$ cat src/rtl/plot_pkg.sv
// Shared defaults, state encoding and requester indices for the VGA pixel-port arbiter.
package plot_pkg;

    localparam int X_W      = 8;
    localparam int Y_W      = 7;
    localparam int COLOUR_W = 3;
    localparam int SCREEN_W = 160;
    localparam int SCREEN_H = 120;

    typedef enum logic [0:0] {
        IDLE  = 1'b0,
        BURST = 1'b1
    } state_t;

    localparam int REQ_BG     = 0;
    localparam int REQ_SPRITE = 1;
    localparam int REQ_CLEAR  = 2;

    // Index increment modulo n, used for round-robin pointer updates.
    function automatic int unsigned wrap_inc(input int unsigned i, input int unsigned n);
        return (i + 1 >= n) ? 0 : i + 1;
    endfunction

endpackage

$ cat src/rtl/plot_arbiter_rr_pick.sv
// Rotating-priority picker: first set req bit scanning ptr, ptr+1, ... modulo N.
module rr_pick #(
    parameter int N  = 3,
    parameter int PW = (N > 1) ? $clog2(N) : 1
) (
    input  logic [N-1:0]  req,
    input  logic [PW-1:0] ptr,
    output logic [PW-1:0] winner,
    output logic          found
);

    // Scan from farthest to nearest so the closest-to-ptr requester is written last.
    always_comb begin
        winner = '0;
        found  = 1'b0;
        for (int k = N - 1; k >= 0; k--) begin
            if (req[(int'(ptr) + k) % N]) begin
                winner = PW'((int'(ptr) + k) % N);
                found  = 1'b1;
            end
        end
    end

endmodule

$ cat src/rtl/plot_arbiter.sv
// Round-robin, burst-bounded arbiter sharing the VGA pixel-write port; clips and
// registers the accepted pixel one cycle after ack.
module plot_arbiter #(
    parameter int NUM_REQ   = 3,
    parameter int X_W       = plot_pkg::X_W,
    parameter int Y_W       = plot_pkg::Y_W,
    parameter int COLOUR_W  = plot_pkg::COLOUR_W,
    parameter int SCREEN_W  = plot_pkg::SCREEN_W,
    parameter int SCREEN_H  = plot_pkg::SCREEN_H,
    parameter int MAX_BURST = 16
) (
    input  logic                         clk,
    input  logic                         reset,
    input  logic                         en,
    input  logic [NUM_REQ-1:0]           req,
    input  logic [NUM_REQ*X_W-1:0]       req_x,
    input  logic [NUM_REQ*Y_W-1:0]       req_y,
    input  logic [NUM_REQ*COLOUR_W-1:0]  req_colour,
    output logic [NUM_REQ-1:0]           ack,
    output logic [X_W-1:0]               vga_x,
    output logic [Y_W-1:0]               vga_y,
    output logic [COLOUR_W-1:0]          vga_colour,
    output logic                         plot,
    output logic                         busy
);
    import plot_pkg::*;

    localparam int PW = (NUM_REQ > 1) ? $clog2(NUM_REQ) : 1;
    localparam int CW = $clog2(MAX_BURST + 1);

    state_t              state;
    logic [PW-1:0]       owner, ptr, pick_ptr, winner, grant, owner_inc, winner_inc;
    logic [CW-1:0]       count;
    logic                found, rel, hold, xfer, in_bounds;
    logic [X_W-1:0]      px;
    logic [Y_W-1:0]      py;
    logic [COLOUR_W-1:0] pc;

    assign owner_inc  = PW'(wrap_inc(int'(owner), NUM_REQ));
    assign winner_inc = PW'(wrap_inc(int'(winner), NUM_REQ));

    assign rel  = !req[owner] || (count == CW'(MAX_BURST));
    assign hold = (state == BURST) && !rel;

    // On release the scan starts just past the old owner, so it is considered last.
    assign pick_ptr = (state == BURST) ? owner_inc : ptr;

    rr_pick #(.N(NUM_REQ), .PW(PW)) u_pick (
        .req    (req),
        .ptr    (pick_ptr),
        .winner (winner),
        .found  (found)
    );

    assign grant = hold ? owner : winner;
    assign xfer  = !reset && en && (hold || found);
    assign ack   = xfer ? (NUM_REQ'(1) << grant) : '0;

    assign px = req_x[grant*X_W +: X_W];
    assign py = req_y[grant*Y_W +: Y_W];
    assign pc = req_colour[grant*COLOUR_W +: COLOUR_W];
    assign in_bounds = (int'(px) < SCREEN_W) && (int'(py) < SCREEN_H);

    always_ff @(posedge clk) begin
        if (reset) begin
            state      <= IDLE;
            owner      <= '0;
            ptr        <= '0;
            count      <= '0;
            vga_x      <= '0;
            vga_y      <= '0;
            vga_colour <= '0;
            plot       <= 1'b0;
        end else begin
            if (en) begin
                if (hold) begin
                    count <= count + 1'b1;
                end else begin
                    if (state == BURST)
                        ptr <= owner_inc;
                    if (found) begin
                        owner <= winner;
                        if (MAX_BURST == 1) begin
                            state <= IDLE;
                            ptr   <= winner_inc;
                            count <= '0;
                        end else begin
                            state <= BURST;
                            count <= CW'(1);
                        end
                    end else begin
                        state <= IDLE;
                        count <= '0;
                    end
                end
            end
            // Clipped pixels still consume a grant but never raise plot.
            if (xfer) begin
                vga_x      <= px;
                vga_y      <= py;
                vga_colour <= pc;
                plot       <= in_bounds;
            end else begin
                plot <= 1'b0;
            end
        end
    end

    assign busy = (state == BURST) || plot;

endmodule
$ cat config.mk
export PLATFORM = sky130hd
export DESIGN_NAME = plot_arbiter
export DESIGN_NICKNAME = d
export VERILOG_FILES = /design/src/rtl/plot_pkg.sv /design/src/rtl/plot_arbiter_rr_pick.sv /design/src/rtl/plot_arbiter.sv
export SDC_FILE = /design/constraint.sdc
export NUM_CORES = 1
export LEC_CHECK = 0
export BUFFER_PORTS_ARGS = -buffer_cell sky130_fd_sc_hd__buf_2
export CORE_MARGIN = 2
export CORE_UTILIZATION = 49
export CTS_CLUSTER_DIAMETER = 40
export DETAILED_ROUTE_END_ITERATION = 16
export PLACE_DENSITY_LB_ADDON = 0.08
export SLEW_MARGIN = 20
export SYNTH_ARGS = -nofsm -noshare
export SYNTH_HDL_FRONTEND = slang
export SYNTH_SLANG_ARGS = --single-unit
$ cat constraint.sdc
create_clock -name clk -period 6.4 [get_ports clk]
set_clock_uncertainty 0.1 [all_clocks]
set_input_delay 1.28 -clock clk [delete_from_list [all_inputs] [get_ports clk]]
set_output_delay 1.28 -clock clk [all_outputs]
set_load 0.02 [all_outputs]
# Word-level counts from Yosys, hierarchy flattened
# Index checks and enable logic that the tools add are counted.
# word_totals
elab_cells	68
ff_bits	29
output_inout_bits	23
# op_classes
n_shift	4
n_mul	2
n_eq_ne	1
muxes	24
n_lt_le_gt_ge	7
n_reduce_logical	13
bitwise	2
add_sub_neg	4
div	3
# op_table
cell	n
less-than comparator 32 x 4 -> 1 bit, second input constant	3
modulo 32 x 3 -> 32 bit, second input constant	2
modulo 3 x 3 -> 32 bit, second input constant	1
variable part select 24 x 6 -> 8 bit	1
variable part select 21 x 6 -> 7 bit	1
two-way mux 1 bit	12
two-way mux 2 bit	6
variable part select 9 x 5 -> 3 bit	1
binary-select mux 1 bit (select 2 bit)	4
less-than comparator 8 bit, second input constant	1
less-than comparator 7 bit, second input constant	1
adder 2 x 1 -> 3 bit, second input constant	2
adder 5 x 1 -> 5 bit, second input constant	1
equality test 5 bit, second input constant	1
multiplier 2 x 3 -> 5 bit, second input constant	1
two-way mux 5 bit	1
logical AND 1 bit	4
multiplier 2 x 2 -> 4 bit, second input constant	1
adder 2 x 2 -> 3 bit, second input constant	1
greater-or-equal comparator 3 x 2 -> 1 bit, second input constant	1
logical NOT 1 bit	3
logical OR 1 bit	3
less-than comparator 2 x 3 -> 1 bit, second input constant	1
two-way mux 3 bit	1
other kinds (5)	6

# Logic depth before layout (Yosys ltp)
# Gate-level depths: netlist of run 1.
# depth
word_depth	17
mapped_depth	14

# Hierarchy
# From an unflattened synthesis of run 1, not the netlist that was laid out.
# hier_totals
hier_cells	243
area_unflattened_um2	1958.1
# modules_own_cells
module	area_per_inst_um2	cells_per_inst	instances	seq_area_each_um2
plot_arbiter	1735.4	214	1	580.6
rr_pick	222.7	29	1	0.0

# Worst setup path after synthesis of run 1
# Ideal clock, no wire load.
# synth_timing
kind	input -> output
from	input port req[0]
to	output port ack[0]
arrival_ps	2875
slack_ps	2145
n_path_buf	2
stages	7
required_ps	5020
path_cell_list	nor2b_1 -> and3b_1 -> o31a_1 -> mux2_4 -> buf_6 -> buf_2 -> nor3_1
# synth_between
elab_chain_cells	9
word_cells_on_any_way	26
# synth_lines
element	line	rtl
start, declared	plot_arbiter.sv:15	input logic [NUM_REQ-1:0] req,
binary-select mux 1 bit (select 2 bit) (on tied branches)	plot_arbiter_rr_pick.sv:17, plot_arbiter.sv:42	
two-way mux 1 bit (on tied branches)	plot_arbiter_rr_pick.sv:17, plot_arbiter.sv:42	
two-way mux 1 bit (implied by the code) / logical NOT 1 bit (equally long branches)	plot_arbiter_rr_pick.sv:17, plot_arbiter.sv:42	
two-way mux 2 bit, or another cell as far along (3 in series)	plot_arbiter_rr_pick.sv:17	if (req[(int'(ptr) + k) % N]) begin
two-way mux 2 bit / logical OR 1 bit (equally long branches)	plot_arbiter.sv:55, plot_arbiter.sv:56	
left shift 1 x 2 -> 3 bit / logical AND 1 bit (equally long branches)	plot_arbiter.sv:57, plot_arbiter.sv:56	
two-way mux 3 bit *	plot_arbiter.sv:57	assign ack = xfer ? (NUM_REQ'(1) << grant) : '0;
end, declared	plot_arbiter.sv:19	output logic [NUM_REQ-1:0] ack,
# Mark *: on every way between the ends. The rest lies on a longest branch, timed or not. The select of a mux whose other input is x is not followed.

# Worst setup path after layout of run 1
# layout_timing
from	register state
to	output port ack[0]
# layout_between
elab_chain_cells	12
word_cells_on_any_way	27
# layout_lines
element	line	rtl
start, declared	plot_arbiter.sv:31	state_t state;
start signal, assigned	plot_arbiter.sv:66	state <= IDLE;
start signal, assigned	plot_arbiter.sv:84	state <= IDLE;
start signal, assigned	plot_arbiter.sv:88	state <= BURST;
two-way mux 2 bit *	--	
named net pick_ptr[1]	plot_arbiter.sv:32	logic [PW-1:0] owner, ptr, pick_ptr, winner, grant, owner_inc, winner_inc;
adder 2 x 2 -> 3 bit	plot_arbiter_rr_pick.sv:17, plot_arbiter_rr_pick.sv:18	
modulo 32 x 3 -> 32 bit	plot_arbiter_rr_pick.sv:17, plot_arbiter_rr_pick.sv:18	
binary-select mux 1 bit (select 2 bit)	plot_arbiter_rr_pick.sv:17	
two-way mux 1 bit (implied by the code) (2 in series)	plot_arbiter_rr_pick.sv:17	
two-way mux 2 bit / two-way mux 1 bit (equally long branches) (3 in series)	plot_arbiter_rr_pick.sv:17	
two-way mux 2 bit / logical OR 1 bit (equally long branches)	plot_arbiter.sv:55, plot_arbiter.sv:56	
left shift 1 x 2 -> 3 bit / logical AND 1 bit (equally long branches)	plot_arbiter.sv:57, plot_arbiter.sv:56	
two-way mux 3 bit *	plot_arbiter.sv:57	
# The timed path passes the listed nets; every way through them passes the cells marked *. The select of a mux whose other input is x is not followed.

==> flow_summary_export.csv, run 1 <==
group,metric,value,unit
critical_path,crit_type,"reg -> out",
route,drt_iter0_markers,60,
min_path,hp-start,"vga_x[2]$_SDFFE_PP0P_",
yosys,ys_warn_count,0,
clocking,cts_buffers,5,
route,drt_first_pass_iters,4,
route,route.detailed.drc,0,
yosys,synth_area,1680,um2
placement,hpwl,3060,um
placement,place_ws,1.58,ns
clocking,h-tree-depth,2,
yosys,yosys_most_used_dff,"dfxtp_1",
route,wl,4090,um
critical_path,timing.rr.start,"state$_SDFFE_PP0P_",
yosys,synth_area_leaders,"dfxtp_1 (35%), a22o_1 (5.7%), a21oi_1 (5.1%)",
layout,fillers,326,
clocking,ctsResizeCount,0,
yosys,synthDistinctLibCells,44,
yosys,syn-num-nets,262,
timing,tightest_slew,0.754,ns
critical_path,arrival,3.57,ns
layout,multi_input_area,1020,um2
min_path,holdCritPathClass,"reg -> reg",
layout,syn_to_final_growth,27.1,%
run_status,status,"finished, final reports clean",
placement,dp.cells,314,
yosys,ys_seq_elements,29,
clocking,clock-sinks,29,
yosys,async_flop_share,0,
die,die_area,3910,um2
layout,utilization,0.645,
timing,timing.final.ws_setup,1.45,ns
layout,fin_nets,340,
yosys,synth_area_leader_cell,"dfxtp_1",
critical_path,start_kind,"flip-flop",
clocking,cts_tree,"built",
placement,place_congestion,0.829,
clocking,cts_hold_buffers,0,
timing,setup_viol,0,
yosys,synth_edf_count,0,
job,drv_cap,0,
clocking,post_cts_buffers,0,
clocking,insertion_delay,0.33,ns
die,rows,21,
die,die_w,62.5,um
timing,fin_crit,4.95,ns
timing,period_share,0.774,
layout,regArea,581,um2
global_routing,grt_pass1_vias,1520,
clocking,root_buffer,"clkbuf_4",
critical_path,r2r_end,"plot$_SDFF_PP0_",
timing,final-max-slew-violation-count,0,
global_routing,grt_pass1_wl,6690,um
die,initial_core_util,0.507,
critical_path,r2r_slack,2.67,ns
layout,instances_no_fill,322,
critical_path,crit_path_end,"ack[0]",
power,vdd_drop_max,0.000179,V
critical_path,startpoint,"state$_SDFFE_PP0P_",
route,vias,1698,
timing,rsz0062_at_grt,"no",
route,ant_nets,0,
global_routing,grt.overflow.total,0,
die,core,3310,um2
timing,maxSlewHeadroom,0.497,
die,dieHeight,62.5,um
timing,hold_viol_final,0,
global_routing,grt_max_degree,22,
route,routed_via_density,5.27,
die,num_io_pins,83,
global_routing,grt_use_total,0.214,
clocking,clkTransAtPathRegs,0.10,ns
power,power_density,339,nW/um2
global_routing,antenna_found_initial,0,
layout,drive_gt1_frac,0.362,
critical_path,rr_worst_depth,11,
clocking,cts_buffer_depth,2,
yosys,synth_top_area_frac,0.346,
placement,io_buffers,82,
yosys,seq_area_frac_synth,0.346,
yosys,syn_inst,197,
power,leakagePower,1.00,nW
yosys,synth_area_per_cell,8.52,um2
critical_path,crit_required,5.02,ns
critical_path,critical_path.max_fanout,16,
critical_path,end_kind,"primary output",
timing,tns,0,ns
timing,max_clock_freq,202,MHz
layout,antenna_cells_inserted,0,
route,post_drt_wl_per_cell,12.7,um
[registers in the layout, summed over array words and instances, names as in the netlist]
name        count
vga_x           8
vga_colour      3
owner           2
state           1
ptr             2
vga_y           7
plot            1
count           5
[routing by layer]
| layer | part of all wire | global-route usage | wire length, um |
|---|---|---|---|
| met5 | 0 | 0 | 0 |
| met4 | 0.015 | 0.0833 | 60 |
| met3 | 0.070 | 0.0541 | 285 |
| met2 | 0.47 | 0.362 | 1910 |
| met1 | 0.45 | 0.260 | 1840 |
[kinds of logic after synthesis]
| kind of cell | Yosys count | share of synthesized area |
|---|---|---|
| AOI/OAI and AO/OA | 67 | 0.300 |
| xor gates and xnor gates | 3 | 0.0157 |
| adders and majority gates | 5 | 0.0373 |
| buffers and inverters | 16 | 0.0492 |
| DFF | 29 | 0.346 |
| muxes | 9 | 0.0574 |
| and+or+nand+nor | 68 | 0.194 |
[cell usage after synthesis, types with 5 or more instances]
cell type and count:
a21oi_1 17, nor2_1 21, o21ai_0 11, mux2i_1 7, nor3_1 5, dfxtp_1 29
nand2_1 21, a311oi_1 5, inv_1 5, a22o_1 11, ha_1 5, a22oi_1 6
[where the power goes]
part           switching (mW)  internal [mW]  leakage (nW)
clock network          0.0639         0.0417        0.0320
registers              0.0231          0.218         0.238
logic                   0.228          0.150         0.731
total                   0.315          0.410          1.00
[critical path, cell delays in order, from the launching register on]
cell      delay [ns]
dfxtp_1         0.51
nand2_1         0.09
o22ai_1         0.27
ha_1            0.37
a21bo_2         0.22
o211ai_1        0.19
nor3_1          0.13
a21boi_2        0.54
nand2b_1        0.46
nor3_1          0.27
buf_2           0.19
[placed cells by master (no fill, tap or decap), types with 2 or more instances in the layout]
cell / n
nor3_1: 5
inv_1: 5
a22o_1: 11
clkbuf_4: 5
o21ai_0: 11
o31a_1: 2
nor2b_1: 4
buf_2: 82
clkinv_2: 2
or2_2: 2
nand2_1: 21
nand3b_1: 3
mux2i_1: 7
nand4_1: 2
xor2_1: 3
a21oi_1: 17
ha_1: 5
nor2_1: 21
nand2b_1: 4
a22oi_1: 6
dfxtp_1: 29
a311oi_1: 5
and2b_1: 2
a221o_1: 3
[through the flow]
step	power (mW)	hold slack, ns	area (um2)
after detailed placement	0.623	0.338	2080
after global routing	0.783	0.379	2130
after CTS	0.728	0.359	2130
after floorplan	0.536	0.337	1680
final	0.724	0.354	2130
after global placement	0.623	0.331	2080
[final cells by class]
| type | instances | share of cell area |
|---|---|---|
| Multi-Input combinational cell | 152 | 0.476 |
| Clock inverter | 2 | 0.00469 |
| Tap cell | 46 | 0.0270 |
| Sequential cell | 29 | 0.272 |
| Inverter | 5 | 0.00879 |
| Timing Repair Buffer | 82 | 0.192 |
| Clock buffer | 6 | 0.0193 |
[worst min-delay path by stage]
stage	to	cells after the start	slack, ns
floorplan	ptr[1]$_SDFFE_PP0P_	2	0.34
global placement	vga_x[0]$_SDFFE_PP0P_	2	0.33
detailed placement	vga_colour[2]$_SDFFE_PP0P_	2	0.34
CTS	vga_colour[2]$_SDFFE_PP0P_	2	0.36
global route	vga_y[1]$_SDFFE_PP0P_	2	0.38
finish	vga_x[2]$_SDFFE_PP0P_	2	0.35
No activity file was read; power rests on OpenSTA's default activity.
==> run 2: changes to the inputs <==
CORE_UTILIZATION = 46   (was 49)
clock period = 5.2 ns   (was 6.4 ns; I/O delays follow)
==> run 2 against run 1 <==
Against the previous run: final cell count unchanged; die area increased by 6.1%; routed wire length increased by 3.4%; hold slack improved by 0.0011 ns; core utilization decreased by 1.4 points; combinational power increased by 24%; worst setup slack got worse by 0.91 ns; largest power group unchanged.
==> flow_summary_export.csv, run 2 (synthesis results as in run 1) <==
group,metric,value,unit
route,vias,1727,
layout,largest_register_ffs,8,
critical_path,arrival,3.52,ns
die,die_area,4150,um2
critical_path,rr_worst_depth,11,
timing,maxSlewHeadroom,0.468,
critical_path,end_kind,"primary output",
layout,final_cell_mix,"buf_2 (82), dfxtp_1 (29), nor2_1 (21), nand2_1 (21), a21oi_1 (17)",
critical_path,r2r_end,"plot$_SDFF_PP0_",
route,route.detailed.drc,0,
global_routing,grt_max_degree,22,
min_path,holdCritPathClass,"reg -> reg",
critical_path,crit_required,4.06,ns
critical_path,start_kind,"flip-flop",
layout,fillers,328,
timing,hold_viol_final,0,
clocking,h-tree-depth,2,
global_routing,grt_pass1_vias,1649,
layout,drive_gt1_frac,0.366,
timing,rsz0062_at_grt,"no",
layout,largest_registers,"vga_x x8, vga_y x7, count x5",
clocking,cts_hold_buffers,0,
clocking,insertion_delay,0.33,ns
timing,tns,0,ns
critical_path,cp.buffers_inverters,1,
min_path,hold_path_depth,2,
die,dieHeight,64.4,um
clocking,cts_buffers,5,
timing,fin_crit,4.66,ns
layout,syn_to_final_growth,28.2,%
layout,antenna_cells_inserted,0,
critical_path,crit_type,"reg -> out",
critical_path,timing.critical_path.max_delay_family,"compound AO/OA/AOI/OAI gates",
placement,place_congestion,0.780,
critical_path,path_cells,"nand2_1, o22ai_1, ha_1, a21bo_2, o211ai_1, nor3_1, a21boi_2, nand2b_1, nor3_1, buf_2",
route,wl,4230,um
die,core,3420,um2
die,initial_core_util,0.492,
power,vdd_drop_max,0.000200,V
global_routing,grt.overflow.total,0,
min_path,hp-start,"vga_y[2]$_SDFFE_PP0P_",
critical_path,timing.rr.start,"state$_SDFFE_PP0P_",
layout,instances_no_fill,322,
layout,regMostFlops,"vga_x",
run_status,status,"finished, final reports clean",
clocking,ctsResizeCount,0,
clocking,clock-sinks,29,
route,post_drt_wl_per_cell,13.1,um
critical_path,crit_cells,10,
critical_path,cpMaxStageDelayCell,"dfxtp_1",
power,leakagePower,1.01,nW
clocking,clkTransAtPathRegs,0.09,ns
route,ant_nets,0,
placement,io_buffers,82,
timing,period_share,0.897,
placement,dp.cells,314,
die,die_w,64.4,um
clocking,cts_tree,"built",
clocking,post_cts_buffers,0,
global_routing,grt_use_total,0.217,
layout,fin_nets,340,
route,drt_first_pass_iters,4,
timing,setup_viol,0,
critical_path,crit_top_cell,"nor3_1",
route,routed_via_density,5.36,
global_routing,grt_pass1_wl,7230,um
timing,final-max-slew-violation-count,0,
power,finalPower,0.921,mW
critical_path,r2r_slack,1.53,ns
die,num_io_pins,83,
min_path,hold-path-endpoint,"vga_y[2]$_SDFFE_PP0P_",
placement,hpwl,3230,um
timing,tightest_slew,0.798,ns
die,rows,21,
power,power_density,428,nW/um2
critical_path,critical_path.max_fanout,16,
critical_path,critPathMaxStageDelay,0.52,ns
job,drv_cap,0,
clocking,root_buffer,"clkbuf_4",
global_routing,antenna_found_initial,0,
route,drt_iter0_markers,66,
timing,max_clock_freq,214,MHz
clocking,cts_buffer_depth,2,
timing,holdWs,0.355,ns
layout,final_common_cell,"buf_2",
==> run 2: changes by cell type in the layout (fill, tap and decap cells not counted) <==
cell and delta:
clkbuf_1 -1, clkbuf_8 +2, clkinv_2 -1
==> run 2: worst max-delay path by stage <==
stage	from	end
global route	state$_SDFFE_PP0P_	ack[0]
CTS	state$_SDFFE_PP0P_	ack[0]
finish	state$_SDFFE_PP0P_	ack[0]
global placement	state$_SDFFE_PP0P_	ack[0]
floorplan	state$_SDFFE_PP0P_	ack[0]
detailed placement	state$_SDFFE_PP0P_	ack[0]
==> run 2: final cells by class <==
type,count,area [um2],share of cell area
repair buffers,82,410,0.191
flip-flops and latches,29,581,0.270
multi-input cells,152,1020,0.472
well taps,46,57.6,0.0267
inverters,5,18.8,0.00872
clock buffers,7,65.1,0.0302
clock inverters,1,5.00,0.00232
==> run 2: through the flow <==
stage / instance area [um2] / worst slack (ns) / util
after floorplan: 1680 / 1.39 / -
after global placement: 2080 / 0.941 / 0.610
after detailed placement: 2080 / 0.874 / 0.610
after CTS: 2150 / 0.484 / 0.630
after global routing: 2150 / 0.0510 / 0.630
final: 2150 / 0.537 / 0.630
==> run 2: per-layer routing <==
metal | share of wire | track usage
met5 | 0 | 0
met4 | 0.017 | 0.0479
met3 | 0.086 | 0.0677
met2 | 0.47 | 0.379
met1 | 0.43 | 0.261
==> run 2: tightest hold or removal path: stages, from the launching register on <==
cell,delay [ns]
dfxtp_1,0.33
nand2_1,0.04
o21ai_0,0.05
==> run 2: where the power goes <==
part / internal [mW] / total [mW] / switching (mW)
Sequential: 0.268 / 0.296 / 0.0286
Combinational: 0.185 / 0.467 / 0.282
Clock: 0.0783 / 0.158 / 0.0796
Total: 0.531 / 0.921 / 0.390
==> run 3: changes to the inputs <==
ABC_AREA = 1   (was default)
CORE_UTILIZATION = 47   (was 46)
==> run 3 against run 2 <==
Against the previous run: die area rose by 7.7%; global-route usage rose by 1.4 points; clock power rose by 28%; combinational power rose by 45%; final cell count rose by 24%; sequential cell count did not move; sequential power rose by 2%; routed wire length rose by 9.8%; maximum frequency rose by 17%; hold slack improved by 0.044 ns; largest cell class unchanged; worst setup slack improved by 0.68 ns; clock-buffer cell count did not move; critical endpoint unchanged.
==> flow_summary_export.csv, run 3 <==
group,metric,value,unit
run_status,status,"finished, final reports clean",
layout,final_cell_mix,"buf_2 (82), nand2_1 (75), nor2_1 (29), dfxtp_1 (29), inv_1 (27)",
clocking,root_buffer,"clkbuf_8",
clocking,post_cts_buffers,0,
placement,hpwl,3620,um
global_routing,grt_pass1_wl,7800,um
power,leakagePower,1.22,nW
placement,io_buffers,82,
clocking,cts_hold_buffers,0,
timing,final-max-slew-violation-count,0,
die,dieHeight,66.9,um
yosys,synth_area_leader_cell,"dfxtp_1",
critical_path,r2r_slack,2.44,ns
clocking,cts_buffers,5,
layout,drive_gt1_frac,0.341,
yosys,ys_warn_count,0,
critical_path,r2r_end,"vga_x[4]$_SDFFE_PP0P_",
layout,regMostFlops,"vga_x",
yosys,syn-num-nets,334,
critical_path,crit_top_cell,"nor2_2",
yosys,synth_area_per_cell,6.90,um2
global_routing,antenna_found_initial,0,
route,wl,4640,um
yosys,async_flop_share,0,
route,post_drt_wl_per_cell,11.6,um
layout,final_common_cell,"buf_2",
yosys,yosys-top-cells-count,"nand2_1 (75), dfxtp_1 (29), nor2_1 (29)",
power,finalPower,1.18,mW
global_routing,grt_pass1_vias,1880,
clocking,insertion_delay,0.28,ns
clocking,cts_tree,"built",
clocking,ctsResizeCount,0,
clocking,h-tree-depth,2,
placement,place_congestion,0.818,
critical_path,start_kind,"flip-flop",
die,die_w,66.9,um
critical_path,startpoint,"state$_SDFFE_PP0P_",
yosys,synthDistinctLibCells,32,
critical_path,cpMaxStageDelayCell,"dfxtp_1",
route,vias,1994,
timing,maxSlewHeadroom,0.686,
yosys,syn_inst,269,
route,drt_iter0_markers,87,
global_routing,grt.overflow.total,0,
clocking,clock-sinks,29,
layout,syn_to_final_growth,27.7,%
yosys,synth_area,1860,um2
critical_path,path_cells,"o21ai_0, inv_1, ha_1, nor3_1, a21oi_1, nand3_1, nor2_2, nor2_4, buf_4, inv_2, nor2_2, buf_2",
yosys,yosysMostFrequentCell,"nand2_1",
route,route.detailed.drc,0,
layout,design_area,2370,um2
yosys,yosys_most_used_dff,"dfxtp_1",
layout,fin_nets,416,
job,drv_cap,0,
critical_path,rr_worst_depth,19,
yosys,synth_edf_count,0,
power,power_density,497,nW/um2
critical_path,crit_type,"reg -> out",
timing,fin_crit,3.98,ns
timing,rsz0062_at_grt,"no",
die,core,3720,um2
layout,utilization,0.638,
global_routing,grt_max_degree,33,
layout,antenna_cells_inserted,0,
yosys,synth_area_leaders,"dfxtp_1 (31%), nand2_1 (15%), a41oi_2 (8.8%)",
critical_path,crit_path_end,"ack[0]",
yosys,synth_top_area_frac,0.313,
critical_path,critPathMaxStageDelay,0.38,ns
timing,hold_viol_final,0,
die,rows,22,
route,ant_nets,0,
timing,setup_viol,0,
global_routing,grt_use_total,0.231,
layout,largest_registers,"vga_x x8, vga_y x7, count x5",
route,drt_first_pass_iters,4,
timing,period_share,0.765,
placement,postPlaceCellArea,2270,um2
min_path,holdCritPathClass,"reg -> reg",
critical_path,timing.rr.start,"owner[0]$_SDFFE_PP0P_",
die,die_area,4470,um2
timing,max_clock_freq,251,MHz
route,routed_via_density,4.99,
timing,tightest_slew,0.471,ns
clocking,clkTransAtPathRegs,0.06,ns
power,vdd_drop_max,0.000411,V
critical_path,arrival,2.84,ns
yosys,seq_area_frac_synth,0.313,
clocking,cts_buffer_depth,2,
layout,largest_register_ffs,8,
yosys,ys_seq_elements,29,
critical_path,crit_required,4.06,ns
critical_path,end_kind,"primary output",
die,num_io_pins,83,
timing,tns,0,ns
critical_path,critical_path.max_fanout,32,
die,initial_core_util,0.500,
-- run 3: cell types whose count changed after synthesis, sizes merged, moves of 4 or more --
cell    previous run  this run
nand2             21        80
inv                5        32
nand3              0        24
nor2              22        34
o21ai             12        24
a22o              11         0
a41oi              0        10
a21oi             17         8
mux2i              7         0
a22oi              6         0
a311oi             5         0
clkbuf             4         0
nand2b             4         0
nor2b              4         0
-- run 3: routing by layer --
layer / vias to the layer above / track usage / wire (um)
met1: 888 / 0.271 / 2040
met2: 56 / 0.390 / 2230
met3: 7 / 0.0726 / 282
met5: - / 0 / 0
li1: 1043 / - / -
met4: 0 / 0.0893 / 88
-- run 3: kinds of logic after synthesis --
logic type	after synthesis	share of synthesized area
flops	29	0.313
fa+ha+maj	5	0.0337
xor+xnor	3	0.0142
simple gates	144	0.341
compound gates	47	0.195
buf+inv	41	0.104
-- run 3: cell type report --
type / count / area [um2]
clock buffer: 7 / 96.3
clock inverter: 1 / 5.00
fill: 370 / 1350
inverter: 33 / 128
multi-input combinational: 199 / 1080
sequential: 29 / 581
tap: 48 / 60.1
timing repair buffer: 83 / 418
-- run 3: critical path: cells and delay by family (launching register included) --
| family | cells | cell delay (ns) |
|---|---|---|
| flip-flops | 1 | 0.38 |
| AO/OA/AOI/OAI | 2 | 0.43 |
| buffers and inverters | 4 | 0.78 |
| AND/OR/NAND/NOR | 5 | 0.69 |
| adder cells (fa/ha/maj) | 1 | 0.29 |
-- run 3: through the flow --
step	hold slack [ns]	worst slack (ns)	cells
after CTS	0.405	1.22	400
final	0.399	1.22	400
after global placement	0.382	1.45	392
after detailed placement	0.390	1.41	392
after global routing	0.423	0.940	400
after floorplan	0.375	2.05	269
-- run 3: report_power, final --
group / internal (mW) / leakage (nW) / switching (mW) / total, mW
sequential: 0.271 / 0.239 / 0.0302 / 0.301
combinational: 0.211 / 0.925 / 0.465 / 0.676
clock: 0.119 / 0.0542 / 0.0826 / 0.202
-- run 3: worst min path at each step --
stage / cells past startpoint / endpoint / slack [ns] / from
3_3_place_gp: 2 / vga_x[7]$_SDFFE_PP0P_ / 0.38 / vga_x[7]$_SDFFE_PP0P_
5_1_grt: 2 / count[1]$_SDFFE_PP0P_ / 0.42 / count[1]$_SDFFE_PP0P_
4_1_cts: 2 / vga_x[7]$_SDFFE_PP0P_ / 0.41 / vga_x[7]$_SDFFE_PP0P_
6_report: 2 / vga_x[7]$_SDFFE_PP0P_ / 0.40 / vga_x[7]$_SDFFE_PP0P_
3_5_place_dp: 2 / vga_x[7]$_SDFFE_PP0P_ / 0.39 / vga_x[7]$_SDFFE_PP0P_
2_1_floorplan: 2 / count[1]$_SDFFE_PP0P_ / 0.38 / count[1]$_SDFFE_PP0P_
